<file path="config.mk">
export PLATFORM = sky130hd
export DESIGN_NAME = alu_exec_unit
export DESIGN_NICKNAME = d
export VERILOG_FILES = /design/src/rtl/alu_exec_unit.sv
export SDC_FILE = /design/constraint.sdc
export NUM_CORES = 1
export LEC_CHECK = 0
export CAP_MARGIN = 25
export CORE_ASPECT_RATIO = 2
export CORE_MARGIN = 10
export CORE_UTILIZATION = 30
export CTS_CLUSTER_SIZE = 25
export DETAILED_ROUTE_END_ITERATION = 7
export DONT_BUFFER_PORTS = 1
export GPL_ROUTABILITY_DRIVEN = 1
export HOLD_SLACK_MARGIN = 0.02
export MAX_ROUTING_LAYER = met4
export PLACE_DENSITY_LB_ADDON = 0.3
export SLEW_MARGIN = 20
export SYNTH_ARGS = -nofsm -noshare
export SYNTH_HDL_FRONTEND = slang
export SYNTH_SLANG_ARGS = --single-unit
export TNS_END_PERCENT = 10
</file>
<file path="constraint.sdc">
create_clock -name clk -period 1.9 [get_ports clk]
set_clock_uncertainty 0.15 [all_clocks]
set_input_delay 0.285 -clock clk [delete_from_list [all_inputs] [get_ports clk]]
set_output_delay 0.285 -clock clk [all_outputs]
set_load 0.03 [all_outputs]
</file>
<file path="src/rtl/alu_exec_unit.sv">
// Register file and three-state micro-sequencer wrapped around an external 8-bit ALU.
// Accepts one command at a time, drives the ALU for one cycle, and writes the result back with flags.
module alu_exec_unit #(
    parameter int REG_COUNT = 4,
    parameter int AW        = 2
) (
    input  logic          clk,
    input  logic          rst_n,
    input  logic          cmd_valid,
    output logic          cmd_ready,
    input  logic [2:0]    cmd_op,
    input  logic [AW-1:0] cmd_rd,
    input  logic [AW-1:0] cmd_ra,
    input  logic [AW-1:0] cmd_rb,
    input  logic [7:0]    cmd_imm,
    output logic          alu_m,
    output logic [3:0]    alu_s,
    output logic [7:0]    alu_a,
    output logic [7:0]    alu_b,
    input  logic [7:0]    alu_t,
    input  logic          alu_cf,
    input  logic          alu_zf,
    output logic          flag_cf,
    output logic          flag_zf,
    output logic          done,
    input  logic [AW-1:0] dbg_sel,
    output logic [7:0]    dbg_data
);

    typedef enum logic [1:0] {IDLE, EXEC, WB} state_t;

    localparam logic [2:0] OP_LDI   = 3'd0;
    localparam logic [2:0] OP_ADD   = 3'd1;
    localparam logic [2:0] OP_SUB   = 3'd2;
    localparam logic [2:0] OP_AND   = 3'd3;
    localparam logic [2:0] OP_NOT   = 3'd4;
    localparam logic [2:0] OP_MOV   = 3'd5;
    localparam logic [2:0] OP_PASSA = 3'd6;
    localparam logic [2:0] OP_NOP   = 3'd7;

    // {m, s} for each op; LDI and NOP leave the ALU idle.
    function automatic logic [4:0] alu_ctrl(input logic [2:0] op);
        case (op)
            OP_ADD:   alu_ctrl = 5'b1_1001;
            OP_SUB:   alu_ctrl = 5'b1_0110;
            OP_AND:   alu_ctrl = 5'b1_1011;
            OP_NOT:   alu_ctrl = 5'b1_0101;
            OP_MOV:   alu_ctrl = 5'b1_1010;
            OP_PASSA: alu_ctrl = 5'b0_1100;
            default:  alu_ctrl = 5'b0_0000;
        endcase
    endfunction

    state_t        state_p0, state_nxt;
    logic [7:0]    regs [REG_COUNT];
    logic [2:0]    op_p0;
    logic [AW-1:0] rd_p0;
    logic [7:0]    imm_p0, opa_p0, opb_p0;
    logic [7:0]    res_t_p1;
    logic          res_cf_p1, res_zf_p1;
    logic          accept;

    assign cmd_ready = (state_p0 == IDLE);
    assign accept    = cmd_valid && cmd_ready;
    assign dbg_data  = regs[dbg_sel];

    always_comb begin
        state_nxt = state_p0;
        case (state_p0)
            IDLE: begin
                if (accept) begin
                    if (cmd_op == OP_LDI)      state_nxt = WB;
                    else if (cmd_op != OP_NOP) state_nxt = EXEC;
                end
            end
            EXEC:    state_nxt = WB;
            WB:      state_nxt = IDLE;
            default: state_nxt = IDLE;
        endcase
    end

    always_comb begin
        alu_m = 1'b0;
        alu_s = 4'b0000;
        alu_a = 8'h00;
        alu_b = 8'h00;
        if (state_p0 == EXEC) begin
            {alu_m, alu_s} = alu_ctrl(op_p0);
            alu_a          = opa_p0;
            alu_b          = opb_p0;
        end
    end

    always_ff @(posedge clk or negedge rst_n) begin
        if (!rst_n) begin
            state_p0  <= IDLE;
            op_p0     <= OP_NOP;
            rd_p0     <= '0;
            imm_p0    <= 8'h00;
            opa_p0    <= 8'h00;
            opb_p0    <= 8'h00;
            res_t_p1  <= 8'h00;
            res_cf_p1 <= 1'b0;
            res_zf_p1 <= 1'b0;
            flag_cf   <= 1'b0;
            flag_zf   <= 1'b0;
            done      <= 1'b0;
            for (int i = 0; i < REG_COUNT; i++) regs[i] <= 8'h00;
        end else begin
            state_p0 <= state_nxt;
            done     <= (accept && cmd_op == OP_NOP) || (state_p0 == WB);
            // p0: command latch and operand snapshot
            if (accept) begin
                op_p0  <= cmd_op;
                rd_p0  <= cmd_rd;
                imm_p0 <= cmd_imm;
                opa_p0 <= regs[cmd_ra];
                opb_p0 <= regs[cmd_rb];
            end
            // p1: ALU result capture
            if (state_p0 == EXEC) begin
                res_t_p1  <= alu_t;
                res_cf_p1 <= alu_cf;
                res_zf_p1 <= alu_zf;
            end
            // p2: write-back; only arithmetic ops touch the flags
            if (state_p0 == WB) begin
                regs[rd_p0] <= (op_p0 == OP_LDI) ? imm_p0 : res_t_p1;
                if (op_p0 == OP_ADD || op_p0 == OP_SUB) begin
                    flag_cf <= res_cf_p1;
                    flag_zf <= res_zf_p1;
                end
            end
        end
    end

endmodule

</file>
==> impl_metrics.json <==
{
  "yosysTopAreaCell": "dfrtp_1",
  "port-buffer-count": 0,
  "setup_slack_ps": -40.3,
  "cp-end-kind": "output port",
  "overflow": 0,
  "cts_hold_buf": 24,
  "period_share_pct": 102,
  "synth_top_area_share_pct": 49.2,
  "rsz0062_at_grt": "yes",
  "layout_commonest_cell": "dfrtp_1",
  "p_leak_uw": 0.00216,
  "rrSetupSlack_ps": 40,
  "wire_per_inst_um": 18.6,
  "r2r_cells": 4,
  "period_needed_ps": 1940,
  "reg2reg_to": "flag_zf",
  "synth-seq-cells": 76,
  "die_h_um": 177,
  "root_buffer": "clkbuf_16",
  "path_clk_slew_ps": 60,
  "layout_common_cells": "72 x dfrtp_1, 39 x nand2_1, 32 x nor2_1",
  "start_util_pct": 30.6,
  "core.rowCount": 57,
  "grt_pass1_wl_mm": 15.1,
  "cp.required_ps": 1460,
  "status": "complete, but fails checks",
  "vias": 2504,
  "cts_tree": "built",
  "crit_fanout": 7,
  "synthesis.area_um2": 3710,
  "violations": "negative hold slack, negative setup slack",
  "grt.total_usage_pct": 11.3,
  "worst_hold_slack_ps": -502,
  "synth_warnings": 0,
  "clk_latency_ps": 330,
  "synth_area_leaders": "dfrtp_1 49%, mux4_2 15%, mux2_2 8.8%",
  "fillers": 1167,
  "synth_ff_type": "dfrtp_1",
  "worstMarginPinSlew_ps": 415,
  "timing.max_cap.violations": 0,
  "first_iter_violations": 173,
  "first_global_vias": 2758,
  "comb_power_share_pct": 32.7,
  "r2r_start": "op_p0[1]",
  "synth_cell_types": 30,
  "design.portCount": 65,
  "drv_slew": 0,
  "switching_share_pct": 31.0,
  "area_growth_pct": 38.0,
  "crit_path_end": "alu_m",
  "drc_errors": 0,
  "pwr-share-seq_pct": 38.2,
  "ant_nets": 0,
  "first_pass_iters": 4,
  "synth_edf_count": 0,
  "viasPerCell": 4.90,
  "slew_headroom_pct": 71.6,
  "hold_path.class": "primary input to async pin",
  "path_class": "register to output port",
  "nets": 390,
  "tns_ps": -101,
  "peakVddDrop_v": 0.000612,
  "syn_avg_cell_area_um2": 12.1,
  "netlist_instances": 306,
  "cts_buffer_depth": 2,
  "synthesis.nets": 338,
  "grt_start_max_net_pins": 77,
  "worstPathArrival_ps": 1510,
  "design.die.area_um2": 17500,
  "cts_made_buffers": 9,
  "placeableCoreArea_um2": 12100,
  "antenna_found_initial": 1,
  "die_x_um": 98.7,
  "setup_viol": 12,
  "clkPwrFrac_pct": 29.1,
  "async_reset_ff_share_pct": 100,
  "finalHoldViolCount": 76,
  "p_switching_uw": 2390,
  "gp_congestion": 0.713,
  "powerDensity_nw_per_um2": 1500,
  "wl_mm": 9.49,
  "htreeDepth": 3,
  "dp_hpwl_mm": 6.66,
  "drive_gt1_share_pct": 39.7,
  "cts.sink_count": 76,
  "internal_power_uw": 5320,
  "yosysSeqAreaShare_pct": 51.3,
  "critPathLaunch": "state_p0[1]",
  "fmax_ghz": 0.515,
  "startpoint_type": "register"
}
-- per-layer routing --
layer	GRT usage (%)	vias to the layer above	routed length, µm
met2	21.0	55	5680
met5	-	-	0
met4	5.16	0	170
li1	-	1182	-
met3	2.69	9	392
met1	10.5	1258	3250
-- per-stage QoR --
| step | total power (µW) | area [µm²] | worst slack, ps | util, % | instances |
|---|---|---|---|---|---|
| 2_1_floorplan | 4570 | 3720 | 68.2 | - | 306 |
| 3_3_place_gp | 5160 | 4270 | 151 | 35.2 | 459 |
| 3_5_place_dp | 5290 | 4270 | 86.6 | 35.2 | 459 |
| 4_1_cts | 7710 | 5030 | -41.3 | 41.5 | 506 |
| 5_1_grt | 8170 | 5120 | -101 | 42.3 | 511 |
| 6_report | 7710 | 5120 | -40.3 | 42.3 | 511 |
-- power by group through the flow --
| stage | logic, µW | registers [µW] | clock network [µW] |
|---|---|---|---|
| after detailed placement | 2330 | 2960 | 0 |
| after global placement | 2270 | 2900 | 0 |
| final | 2520 | 2950 | 2240 |
| after CTS | 2480 | 2940 | 2300 |
| after floorplan | 1840 | 2740 | 0 |
| after global routing | 2750 | 3060 | 2360 |
-- critical path, cell delays in order, from the launching register on --
cell and delay, ps:
dfrtp_2 430, nor2b_4 160, buf_6 150, buf_12 130, nand2_4 50, nor2_4 110
buf_6 140
-- registers in the layout, indices dropped and copies added, names as in the netlist --
register   cells
flag_cf        1
flag_zf        1
opa_p0         8
state_p0       2
done           1
res_cf_p1      1
opb_p0         8
regs          32
imm_p0         8
res_t_p1       8
res_zf_p1      1
rd_p0          2
op_p0          3
-- kinds of logic (layout without fill, tap and decap cells) --
kind of cell,Yosys count,after routing,synth area share (%)
multiplexers,64,64,26.6
flip-flops,76,76,51.3
buffers and inverters,25,82,3.37
AO/OA/AOI/OAI,34,34,4.68
XOR/XNOR,2,2,0.472
AND/OR/NAND/NOR,105,105,13.6
other,0,1,0
-- area by class of cell --
class	instances	area, µm²	area share, %
clock buffer	10	239	4.66
timing repair buffer	66	855	16.7
sequential	76	1910	37.2
tap	147	184	3.59
antenna	1	2.50	0.0488
multi-input combinational	205	1780	34.7
clock inverter	6	159	3.10
-- synth_stat cells (2+ instances only) --
cell type,n
buf_2,14
nand2b_1,2
clkbuf_2,2
nor4bb_1,2
nor3_1,4
mux2_2,29
and2_1,16
mux4_2,24
a21oi_1,25
mux2i_1,9
nor2_1,33
dfstp_2,3
nand2_1,41
dfrtp_1,73
clkbuf_1,6
mux2_4,2
o21ai_0,8
-- timing repair --
| item | in CTS | in global routing |
|---|---|---|
| buffers inserted | 6 | 3 |
| gates cloned | 1 | 1 |
| pin swaps | 5 | 13 |
| setup endpoints to repair | 19 | 19 |
| hold endpoints to repair | 102 | 76 |
| gates resized for setup | 13 | 16 |
-- worst min-delay path by stage --
| stage | cells after the start | slack [ps] | end | startpoint |
|---|---|---|---|---|
| after floorplan | 0 | -160 | done | rst_n |
| after global placement | 0 | -160 | done | rst_n |
| after detailed placement | 0 | -160 | rd_p0[1] | rst_n |
| after CTS | 0 | -520 | opb_p0[7] | rst_n |
| after global routing | 0 | -520 | rd_p0[1] | rst_n |
| final | 0 | -500 | rd_p0[1] | rst_n |
Power figures use the tool's default switching activity.
